**config.mk**
```make
export PLATFORM = sky130hd
export DESIGN_NAME = uart_frame_ctrl
export DESIGN_NICKNAME = d
export VERILOG_FILES = /design/src/rtl/uart_frame_ctrl.sv
export SDC_FILE = /design/constraint.sdc
export NUM_CORES = 1
export LEC_CHECK = 0
export BUFFER_PORTS_ARGS = -buffer_cell sky130_fd_sc_hd__buf_2
export CAP_MARGIN = 0
export CORE_MARGIN = 2
export CORE_UTILIZATION = 40
export CTS_CLUSTER_DIAMETER = 120
export DETAILED_ROUTE_END_ITERATION = 7
export SLEW_MARGIN = 15
export SYNTH_ARGS = -nofsm -noshare
export SYNTH_HDL_FRONTEND = slang
export SYNTH_SLANG_ARGS = --single-unit
```
**constraint.sdc**
```tcl
create_clock -name clk -period 3.1 [get_ports clk]
set_input_delay 0.62 -clock clk [delete_from_list [all_inputs] [get_ports clk]]
set_output_delay 0.62 -clock clk [all_outputs]
set_load 0.05 [all_outputs]
```
**src/rtl/uart_frame_ctrl.sv**
```systemverilog
// ---------------------------------------------------------------------------
// uart_frame_ctrl
// Receive-side frame controller placed directly behind a UART receiver.
// Builds length-prefixed, checksummed command frames from the byte stream:
//     SYNC_BYTE, LEN, LEN payload bytes, CSUM
// CSUM is chosen so that (LEN + payload + CSUM) mod 256 == 0.
// A good payload is held in an internal buffer until the host acknowledges it.
//
// Ports
//   clk          in   system clock (same clock as the UART receiver)
//   reset        in   synchronous, active-high reset
//   rx_data      in   received byte, valid while rx_available = 1
//   rx_available in   single-cycle strobe: a new byte has arrived
//   rx_idle      in   level: the line has been idle long enough to time out
//   frame_valid  out  single-cycle pulse: a good frame is now held
//   frame_error  out  single-cycle pulse: frame discarded or byte dropped
//   err_code     out  error cause: 00 overrun, 01 length, 10 checksum, 11 timeout
//   frame_len    out  payload length of the held frame
//   rd_addr      in   buffer read index
//   rd_data      out  buffer[rd_addr], registered (one-cycle latency)
//   frame_ack    in   host has finished with the held frame
//   busy_hold    out  high while a good frame is held
// ---------------------------------------------------------------------------
module uart_frame_ctrl #(
    parameter int          MAX_LEN   = 16,
    parameter logic [7:0]  SYNC_BYTE = 8'hAA
) (
    input  logic                         clk,
    input  logic                         reset,
    input  logic [7:0]                   rx_data,
    input  logic                         rx_available,
    input  logic                         rx_idle,
    output logic                         frame_valid,
    output logic                         frame_error,
    output logic [1:0]                   err_code,
    output logic [$clog2(MAX_LEN+1)-1:0] frame_len,
    input  logic [$clog2(MAX_LEN)-1:0]   rd_addr,
    output logic [7:0]                   rd_data,
    input  logic                         frame_ack,
    output logic                         busy_hold
);

    localparam int LW = $clog2(MAX_LEN + 1);
    localparam int PW = $clog2(MAX_LEN);

    localparam logic [2:0] S_IDLE    = 3'd0;
    localparam logic [2:0] S_LEN     = 3'd1;
    localparam logic [2:0] S_PAYLOAD = 3'd2;
    localparam logic [2:0] S_CSUM    = 3'd3;
    localparam logic [2:0] S_HOLD    = 3'd4;

    localparam logic [1:0] E_OVERRUN = 2'b00;
    localparam logic [1:0] E_LENGTH  = 2'b01;
    localparam logic [1:0] E_CSUM    = 2'b10;
    localparam logic [1:0] E_TIMEOUT = 2'b11;

    localparam logic [8:0] MAX_LEN9 = 9'(MAX_LEN);

    logic [2:0]    r_state;
    logic [LW-1:0] r_len;
    logic [LW-1:0] r_cnt;
    logic [PW-1:0] r_ptr;
    logic [7:0]    r_acc;
    logic          r_frame_valid;
    logic          r_frame_error;
    logic [1:0]    r_err_code;
    logic [LW-1:0] r_frame_len;
    logic          r_busy_hold;
    logic [7:0]    r_rd_data;
    logic [7:0]    r_buf [MAX_LEN];

    logic [2:0]    w_next_state;
    logic          w_valid;
    logic          w_error;
    logic [1:0]    w_code;
    logic          w_wr_en;
    logic          w_len_load;
    logic [8:0]    w_byte9;
    logic [7:0]    w_sum;

    assign w_byte9 = {1'b0, rx_data};
    assign w_sum   = r_acc + rx_data;

    // Next-state, error and buffer-write decisions for the current cycle
    always_comb begin
        w_next_state = r_state;
        w_valid      = 1'b0;
        w_error      = 1'b0;
        w_code       = E_OVERRUN;
        w_wr_en      = 1'b0;
        w_len_load   = 1'b0;
        case (r_state)
            S_IDLE: begin
                if (rx_available && (rx_data == SYNC_BYTE)) begin
                    w_next_state = S_LEN;
                end else begin
                    w_next_state = S_IDLE;
                end
            end
            S_LEN: begin
                if (rx_available) begin
                    if ((rx_data == 8'h00) || (w_byte9 > MAX_LEN9)) begin
                        w_error      = 1'b1;
                        w_code       = E_LENGTH;
                        w_next_state = S_IDLE;
                    end else begin
                        w_len_load   = 1'b1;
                        w_next_state = S_PAYLOAD;
                    end
                end else if (rx_idle) begin
                    w_error      = 1'b1;
                    w_code       = E_TIMEOUT;
                    w_next_state = S_IDLE;
                end else begin
                    w_next_state = S_LEN;
                end
            end
            S_PAYLOAD: begin
                if (rx_available) begin
                    w_wr_en = 1'b1;
                    // r_cnt still holds the count before this byte
                    if (r_cnt == LW'(1)) begin
                        w_next_state = S_CSUM;
                    end else begin
                        w_next_state = S_PAYLOAD;
                    end
                end else if (rx_idle) begin
                    w_error      = 1'b1;
                    w_code       = E_TIMEOUT;
                    w_next_state = S_IDLE;
                end else begin
                    w_next_state = S_PAYLOAD;
                end
            end
            S_CSUM: begin
                if (rx_available) begin
                    if (w_sum == 8'h00) begin
                        w_valid      = 1'b1;
                        w_next_state = S_HOLD;
                    end else begin
                        w_error      = 1'b1;
                        w_code       = E_CSUM;
                        w_next_state = S_IDLE;
                    end
                end else if (rx_idle) begin
                    w_error      = 1'b1;
                    w_code       = E_TIMEOUT;
                    w_next_state = S_IDLE;
                end else begin
                    w_next_state = S_CSUM;
                end
            end
            S_HOLD: begin
                if (frame_ack) begin
                    // A byte arriving with the ack is judged under IDLE rules
                    if (rx_available && (rx_data == SYNC_BYTE)) begin
                        w_next_state = S_LEN;
                    end else begin
                        w_next_state = S_IDLE;
                    end
                end else if (rx_available) begin
                    w_error      = 1'b1;
                    w_code       = E_OVERRUN;
                    w_next_state = S_HOLD;
                end else begin
                    w_next_state = S_HOLD;
                end
            end
            default: begin
                w_next_state = S_IDLE;
            end
        endcase
    end

    // Control state, counters, accumulator and registered outputs
    always_ff @(posedge clk) begin
        if (reset) begin
            r_state       <= S_IDLE;
            r_len         <= '0;
            r_cnt         <= '0;
            r_ptr         <= '0;
            r_acc         <= 8'h00;
            r_frame_valid <= 1'b0;
            r_frame_error <= 1'b0;
            r_err_code    <= 2'b00;
            r_frame_len   <= '0;
            r_busy_hold   <= 1'b0;
            r_rd_data     <= 8'h00;
        end else begin
            r_state       <= w_next_state;
            r_frame_valid <= w_valid;
            r_frame_error <= w_error;
            r_err_code    <= w_error ? w_code : 2'b00;
            r_busy_hold   <= (w_next_state == S_HOLD);
            r_rd_data     <= r_buf[rd_addr];
            if (w_len_load) begin
                r_len <= w_byte9[LW-1:0];
                r_cnt <= w_byte9[LW-1:0];
                r_ptr <= '0;
                r_acc <= rx_data;
            end else if (w_wr_en) begin
                r_cnt <= r_cnt - LW'(1);
                r_ptr <= r_ptr + PW'(1);
                r_acc <= w_sum;
            end else begin
                r_cnt <= r_cnt;
                r_ptr <= r_ptr;
                r_acc <= r_acc;
            end
            if (w_valid) begin
                r_frame_len <= r_len;
            end else begin
                r_frame_len <= r_frame_len;
            end
        end
    end

    // Payload buffer; contents are deliberately not reset
    always_ff @(posedge clk) begin
        if (w_wr_en) begin
            r_buf[r_ptr] <= rx_data;
        end
    end

    assign frame_valid = r_frame_valid;
    assign frame_error = r_frame_error;
    assign err_code    = r_err_code;
    assign frame_len   = r_frame_len;
    assign busy_hold   = r_busy_hold;
    assign rd_data     = r_rd_data;

endmodule

```
**After elaboration in Yosys (flattened, before gate mapping)**

Memories as Yosys holds them, arrays and structs flattened. A register that Yosys moved wholly into a read port is not among the register bits.
Index checks and enable logic that the tools add are counted.

- Memory bits (writable): 128
- Flip-flop bits (word level): 35
- Memories: 1

- Reductions and logical operators: 8
- Bitwise operators: 1
- Eq/ne operators: 7
- Add/sub/neg operators: 3
- Order comparisons: 1
- Multiplexer cells: 41

Memory list:

| memory | depth | bits a word | rd ports | clocked after Yosys merged registers in | wr ports | line | source |
|---|---|---|---|---|---|---|---|
| r_buf | 16 | 8 | 1 | 1 | 1 | 70 | `logic [7:0] r_buf [MAX_LEN];` |

Operators by type and width:

| kind | count |
|---|---|
| $mux 1 | 21 |
| $logic_not 8->1 | 2 |
| $mux 2 | 8 |
| $mux 8 | 2 |
| $mux 3 | 5 |
| $pmux 3 s5 | 1 |
| $mux 5 | 2 |
| $add 8x8->8 | 1 |
| $eq 8x8->1 const B | 1 |
| $gt 8x5->1 const B | 1 |
| $eq 3x2->1 const B | 2 |
| $eq 3x3->1 const B | 2 |
| $pmux 2 s3 | 1 |
| $eq 5x1->1 const B | 1 |
| $sub 5x1->5 const B | 1 |
| $add 4x1->4 const B | 1 |
| $pmux 1 s4 | 1 |
| $reduce_or 2->1 | 2 |
| $eq 3x1->1 const B | 1 |
| $logic_not 3->1 | 1 |
| $reduce_bool 2->1 | 1 |
| $logic_and 1x1->1 | 1 |
| $logic_or 1x1->1 | 1 |
| $not 1->1 | 1 |

**Logic depth before layout (Yosys ltp)**

Gate-level depths: netlist of run 1.

- Word-level depth: 7
- Depth in mapped cells: 9

**Least setup slack after synthesis of run 1**

OpenSTA, ideal clock, no wires.

- Path type: in2reg
- Start point: in rx_data[0]
- End point: reg r_frame_len[0] (netlist: frame_len[0])
- Data arrival time: 2515 ps
- Data required time: 2968 ps
- Stages on the path: 9
- Slack: 452 ps
- Path buffers: 1
- Cells stage by stage: ha_1 fa_1 a211oi_1 or4b_1 o2111ai_1 or2_0 buf_2 o31ai_1 a21oi_1

- Longest elaborated chain between the ends: 5

RTL lines:

| item | line | source |
|---|---|---|
| from (decl) | 30 | `input logic [7:0] rx_data,` |
| $add 8x8->8 | 82 | `assign w_sum = r_acc + rx_data;` |
| $logic_not 8->1 | 137 | `if (w_sum == 8'h00) begin` |
| $mux 1 | 137 |  |
| $mux 1 | 136 | `if (rx_available) begin` |
| $mux 1 | 92 | `case (r_state)` |
| to (signal assigned) | 211 | `r_frame_len <= r_len;` |
| to (signal assigned) | 213 | `r_frame_len <= r_frame_len;` |
| to (decl) | 67 | `logic [LW-1:0] r_frame_len;` |

No other way between the ends.
A chain may end at the register's enable or synchronous reset.

**Worst setup path after layout of run 1**

Ends and elaborated chain as after synthesis.

==> results summary, run 1 <==
The routed wire length on met3 came out at 660 um. Global routing used 17.29% of the available tracks across all layers. The max-slew headroom at the worst pin is 56.33%. In the routed layout, each cell is associated on average with a via count of 5.376. The number of global-route vias before repair is 3,988. The clock latency on the worst-skew pair came out at 420 ps.

The placer congestion estimate is 0.7951. In this run, synthesis produced a sequential element count of 171. The type of the worst setup path is primary input to register.

The synthesized area came out at 7071 um^2. The clock tree root driver cell is clkbuf_16. The placed instances occupy a cell area of 7672 um^2. The cell count after synthesis came out at 465.

The static leakage came out at 2.767 nW. The number of enable flip-flop cells after synthesis is 128. The number of non-filler instances in the completed layout came out at 763. The clock tree from TritonCTS is done. Pin placement for this block handled 35 I/O pins. Summing all multi-input logic gate instances after layout gives 2232 um^2. The number of antenna violations at the first check in global routing came to 0. Compared with the post-synthesis result, the final layout area differs by 17.25%. After detailed routing, the number of remaining DRC violations is 0. The total inserted antenna cells is 0.

The number of instances resized during post-cts repair is 0. The net count after synthesis came out at 496. The detail-routed net length per standard cell is 20.08 um. In the synthesized netlist the async set-or-reset flop fraction comes to 0%.

The core box area came out at 17,300 um^2. The number of setup buffers added after CTS is 0. Buffers inserted during clock tree synthesis total 17.

The signal arrival time at the worst endpoint is 2940 ps. The maximum fanout along the worst path came out at 7. The estimated wirelength of the detail-placed design came out at 10,160 um.

The worst hold slack after final layout came out at 465.8 ps. The total number of placement rows came out at 48. The unique cell type count in the Yosys netlist is 48. The final net count is 556. The depth of the worst register-to-register path came out at 8. The floorplan step set the die height to 137.0 um. The overall die width came out at 137.0 um. Across the routed clock network, the largest skew measured is 16.17 ps. The run finished with clean final reports. At the placement stage, the worst setup path has a slack of 69.56 ps. Clock-pin slew was measured on the worst setup and hold paths at 60 ps.

The total grt overflow is 0. The most used flip-flop cell after synthesis is edfxtp_1. Cells fill 47.93% of the core in the end. In this run the power density over the cells is 594.2 nW/um^2. The post-layout minimum cycle time came out at 2665 ps. The die outline area came out at 18,760 um^2. The first-pass GRT wire length is 23,080 um. The worst hold path stage count came out at 2. The slew of the pin with the lowest slew margin came out at 652.6 ps.

Max-cap violations in this run came to 0. The number of warnings issued by yosys is 0. The H-tree was split into 4 levels. The number of nets with antenna violations after detailed routing is 0. The synthesized area per cell is 15.21 um^2. The count of port buffers added during placement came out at 34.

The post-cts hold buffer count came out at 0. The first detailed-routing pass ran for 5 iterations. The number of design-rule violations left by the first detailed-router iteration is 381. The number of vias in the routed layout is 4,102.

The path with the worst hold slack has its endpoint at r_len[0]. The final cell area excluding filler cells came out at 8290 um^2. Sequential cells were found to cover 66.54% of the synthesized design area. The number of setup violations in the final report came out at 0.

Setup repair after global routing left no endpoint under its margin. Counting along the longest clock path gives a buffer depth of 2. The final hold violation count is 0.

The clock drives 171 sinks. The slack of the worst reg-to-reg path is 440 ps. After layout, the design draws a total of 4.926 mW. Of the cells placed in the final design, the portion with a size suffix greater than 1 is 26.02%. Including well taps, the total number of placed cells is 731.

Counting the fill cells in the layout gives 1,510. The sequential cells in the finished layout cover a total of 4705 um^2. The post-layout worst setup margin came out at 434.8 ps. The highest metal layer with signal wires is met4. The endpoint identified for the worst register-to-register timing path is frame_len[0]. Timing would allow up to 375.2 MHz. The met1 layer wirelength in the final routing came out at 6823 um. The worst voltage drop across the vdd grid is 0.3735 mV. The category of the worst setup path launch point is a primary input. Entering global routing, the biggest net connects 33 pins.

After detailed routing, the total wire length is 15,320 um. The final-layout setup total negative slack is 0 ps. The part of the cycle the worst path needs is 85.97%.

The beginning of the worst register-to-register path is r_acc[0]. The capturing element type of the critical path is a register. At the worst endpoint, the required time is 3380 ps. The classification of the worst-slack hold path is register to register. In this run the most critical hold path is launched from r_len[0].

The detailed-routed wire length on met2 is 7731 um. The number of pins exceeding their max-slew limit in the final report is 0. The initial cell density of the core is 40.88%.
[cells by family after synthesis]
group                      Yosys count  share of synthesized area, %
DFF                                171                         66.54
buffers and inverters               31                         1.894
AOI/OAI and AO/OA                   62                         5.362
and+or+nand+nor                    139                         9.892
xor gates and xnor gates             8                        0.9910
adders and majority gates           14                         2.584
muxes                               40                         12.74
[per-layer routing]
| metal | global-route usage (%) | vias up |
|---|---|---|
| li1 | - | 1921 |
| met1 | 23.45 | 2082 |
| met2 | 28.14 | 93 |
| met3 | 3.778 | 6 |
| met4 | 4.983 | 0 |
| met5 | 0 | - |
[cell type report]
class	count	area share [%]
clock inverter	11	2.022
tap	225	3.396
inverter	7	0.3169
sequential	171	56.75
clock buffer	21	5.433
timing repair buffer	65	5.161
multi-input combinational	263	26.92
[layout by cell type, fill, tap and decap left out, types with 3 or more instances in the layout]
cell type / n
inv_1: 7
nand2_1: 28
nor3_1: 15
clkinv_2: 3
xnor2_1: 5
nand3_1: 10
ha_1: 13
nor2b_1: 11
nor4_1: 3
nand4_1: 8
a21oi_1: 24
a31oi_1: 8
nand3b_1: 4
buf_2: 34
buf_4: 29
bufinv_16: 4
clkbuf_16: 17
nand2b_1: 3
mux4_2: 40
nor2_1: 41
xor2_1: 3
clkbuf_1: 3
o21ai_0: 9
dfxtp_1: 43
edfxtp_1: 128
o211ai_1: 3
o31ai_1: 5
[Yosys cell counts (2+ instances only)]
cell,instances,area (um^2)
clkbuf_1,13,48.80
o211ai_1,3,22.52
o21ai_1,2,10.01
a221oi_1,2,17.52
nand2b_1,3,18.77
or3_1,2,12.51
o21ai_0,9,45.04
and2_1,2,12.51
nand4_1,8,50.05
a21oi_1,24,120.1
buf_2,8,40.04
a31oi_1,8,50.05
a211oi_1,2,15.01
nor2b_1,11,68.82
and3b_1,2,17.52
xnor2_1,5,43.79
inv_1,7,26.28
nand3_1,10,50.05
edfxtp_1,128,3844
o21bai_1,2,15.01
nor4_1,3,18.77
xor2_1,3,26.28
nand2_1,28,105.1
o31ai_1,5,37.54
mux4_2,40,900.9
nor3_1,15,75.07
ha_1,13,162.7
nor2_1,41,153.9
dfxtp_1,43,860.8
nand3b_1,4,30.03
buf_1,2,7.510
[registers in the layout (all words and copies together) (netlist names)]
name,cells
frame_valid,1
err_code,2
r_len,5
frame_error,1
r_ptr,4
rd_data,8
frame_len,5
r_cnt,5
r_state,3
r_acc,8
busy_hold,1
r_buf,128
[how the worst max path moves through the flow]
stage	startpoint	to	slack (ps)	depth (start not counted)
finish	rx_data[0]	frame_len[0]	430	9
global route	r_acc[0]	frame_len[1]	260	8
CTS	rx_data[0]	frame_len[2]	490	9
detailed placement	rx_data[0]	frame_len[2]	70	9
global placement	rx_data[0]	frame_len[0]	120	9
floorplan	rx_data[0]	frame_len[0]	450	9
[report_power, final]
group	switching, mW	internal (mW)	leakage [nW]
Combinational	0.151	0.0949	0.971
Clock	0.844	1.37	0.297
Sequential	0.00205	2.46	1.50
[worst max-delay path, cell delays in order]
cell,delay (ps)
buf_2,110
ha_1,230
fa_1,420
a211oi_1,430
or4b_1,180
o2111ai_1,160
or2_0,390
o31ai_1,300
a21oi_1,90
(Power assumes the default switching activity.)
==> inputs of run 2 (changes only) <==
Clock period 3.1 ns to 2.5 ns, I/O delays scaled along.
==> run 2 against run 1 <==
Effect of this change:
- die area stayed put
- sequential power is 24% higher
- worst hold slack worse by 4.3 ps
- largest cell class unchanged
- highest routed layer unchanged
==> results summary, run 2 (synthesis gave the netlist of run 1 again) <==
The part of the cycle the worst path needs came out at 92.84%. The number of vias in the routed layout is 4,262. The required time at the worst-slack endpoint is 2780 ps. Once detailed placement completed, the half-perimeter wirelength came to 10,690 um. The type of the worst setup path is register to register. r_buf holds more flip-flops than any other register.

The fill cell total of the finished layout came out at 1,480. The smallest clock period supported by the final layout is computed as 2321 ps. The number of instances resized during post-cts repair came out at 0. The number of flip-flops in the largest register is 128. The net switching power came out at 1.318 mW. The overall die height is 137.0 um. For the worst-skew pair, the clock arrives at the later sink with an insertion delay of 430 ps.

The share of layout cells above drive strength 1 is 30.05%. The final setup skew is 8.583 ps. The total grt overflow came out at 0. For this design the top-level I/O count stands at 35. The max-slew headroom at the worst pin came out at 58.73%.

In this run switching power makes up 22.24% of total power. The maximum fanout along the worst path is 6. Buffers inserted to repair hold after CTS numbered 0.

The multi-input combinational cells in the finished layout cover a total of 2252 um^2. The library cell used most frequently in the layout, excluding fill and tap cells, is edfxtp_1. The signal arrival time at the worst endpoint is 2600 ps.

The detailed-routing iteration count for the pre-antenna-repair pass is 5. The floorplan has 48 rows. The final hold violation count came out at 0. The area growth from synthesis to final layout is 19.13%. The slew of the pin with the lowest slew margin came out at 619.0 ps. Across the VDD grid, the largest voltage drop is 0.4712 mV. The static leakage came out at 2.857 nW. The number of antenna violations at the first check in global routing came out at 0. The final net count came out at 577. The initial cell density of the core came out at 40.88%. Once routing completed, OpenROAD measured the worst setup slack at 179.0 ps.

The number of global-route vias before repair came out at 4,194. The H-tree depth came out at 4. The cell sitting at the root of the clock tree is a clkbuf_16. The total inserted antenna cells is 0. In the layout the commonest cells are edfxtp_1, buf_4, dfxtp_1.

The number of setup violations in the final report is 0. The die outline area is 18,760 um^2. The number of pins exceeding their max-slew limit in the final report came to 0. The residual DRC count is 0. The core box area came out at 17,300 um^2. The clock-pin slew on the worst setup and hold paths is 70 ps.

The die is 137.0 um wide. The detail-routed net length per standard cell is 19.88 um. The number of design-rule violations left by the first detailed-router iteration came out at 358.

The part of the power in combinational logic is 5.4%. OpenSTA, run right after detailed placement, puts the worst setup slack at -258.6 ps. The count of port buffers added during placement is 34. In the global route stage, overall resource usage came out at 17.72%. The number of max-cap violations came out at 0.

The detailed-route wire length came out at 15,590 um. Of the total power, registers draw 51.5%. The final cell area excluding filler cells is 8423 um^2. The first-pass GRT wire length came out at 23,850 um. Derived from the worst setup path, the maximum achievable clock frequency is 430.8 MHz. The total power divided by cell area is 703.6 nW/um^2. The number of buffers inserted to repair setup after CTS is 0. Cell internal power was estimated by the tool at 4.609 mW. The flow ran to the end, and the final reports show no timing, DRC or antenna violations.

The sequential cells in the finished layout cover a total of 4705 um^2. After detailed placement, the total cell area comes to 7835 um^2. TritonCTS built the clock tree. STA classifies the critical path startpoint as a register. In this run the deepest clock path goes through 2 buffers. The via density per instance is 5.436.

The classification of the worst-slack hold path is primary input to register. Setup repair after global routing left no endpoint under its margin. Clock tree synthesis found a total of 171 sinks. At the end of the flow the core is filled with cells to 48.70%.

The total chip power came out at 5.927 mW. Entering global routing, the biggest net connects 33 pins. Routability-driven placement finished with a final weighted congestion of 0.8123. The worst hold slack after final layout came out at 461.5 ps.

The capturing element type of the critical path is a register. The clock share of power came out at 43.1%. In this run, CTS created clock tree buffers numbering 17. The number of nets with antenna violations after detailed routing is 0.
[run 2: cell count changes in the layout (fill, tap and decap cells not counted), moves of 2 or more]
| cell | delta |
|---|---|
| buf_4 | +21 |
| bufinv_16 | -3 |
| clkbuf_1 | -2 |
| inv_6 | +4 |
| inv_8 | +2 |
[run 2: path summary, 6_finish.rpt]
path	startpoint	end	slack, ps	cells after the start
max	r_acc[0]	frame_len[4]	180	8
min	rx_idle	r_state[1]	460	4
max reg2reg	r_acc[0]	frame_len[4]	180	8
min reg2reg	frame_len[3]	frame_len[3]	470	2
[run 2: per-layer routing]
layer	vias to the layer above	track usage, %	share of wire (%)	wire length (um)
li1	1971	-	-	-
met1	2151	23.23	44	6861
met2	116	28.28	49	7609
met3	24	4.259	4.7	725
met4	0	7.503	2.5	390
met5	-	0	0	0
[run 2: critical path, cell delays in order (launching register included)]
cell and delay [ps]:
dfxtp_1 320, ha_1 210, fa_2 370, a211oi_2 290
nor2_2 100, xnor2_2 210, nand4_1 260, o31ai_1 310
a21oi_1 90
[run 2: final cells by class]
type / instances / area share [%]
clock buffer: 19 / 5.258
tap: 225 / 3.342
timing repair buffer: 86 / 6.952
inverter: 7 / 0.3119
multi-input combinational: 263 / 26.74
sequential: 171 / 55.85
clock inverter: 13 / 1.545
[run 2: power groups by stage]
stage          Clock, mW  Sequential, mW  Combinational, mW
2_1_floorplan          0            3.16              0.145
3_3_place_gp           0            3.12              0.314
3_5_place_dp           0            3.12              0.319
4_1_cts             2.59            3.06              0.320
5_1_grt             2.70            3.05              0.342
6_report            2.55            3.06              0.318
[run 2: per-stage QoR]
| step | instances | setup TNS (ps) |
|---|---|---|
| floorplan | 465 | 0 |
| global placement | 752 | -1466 |
| detailed placement | 752 | -1810 |
| CTS | 784 | 0 |
| global route | 784 | 0 |
| finish | 784 | 0 |
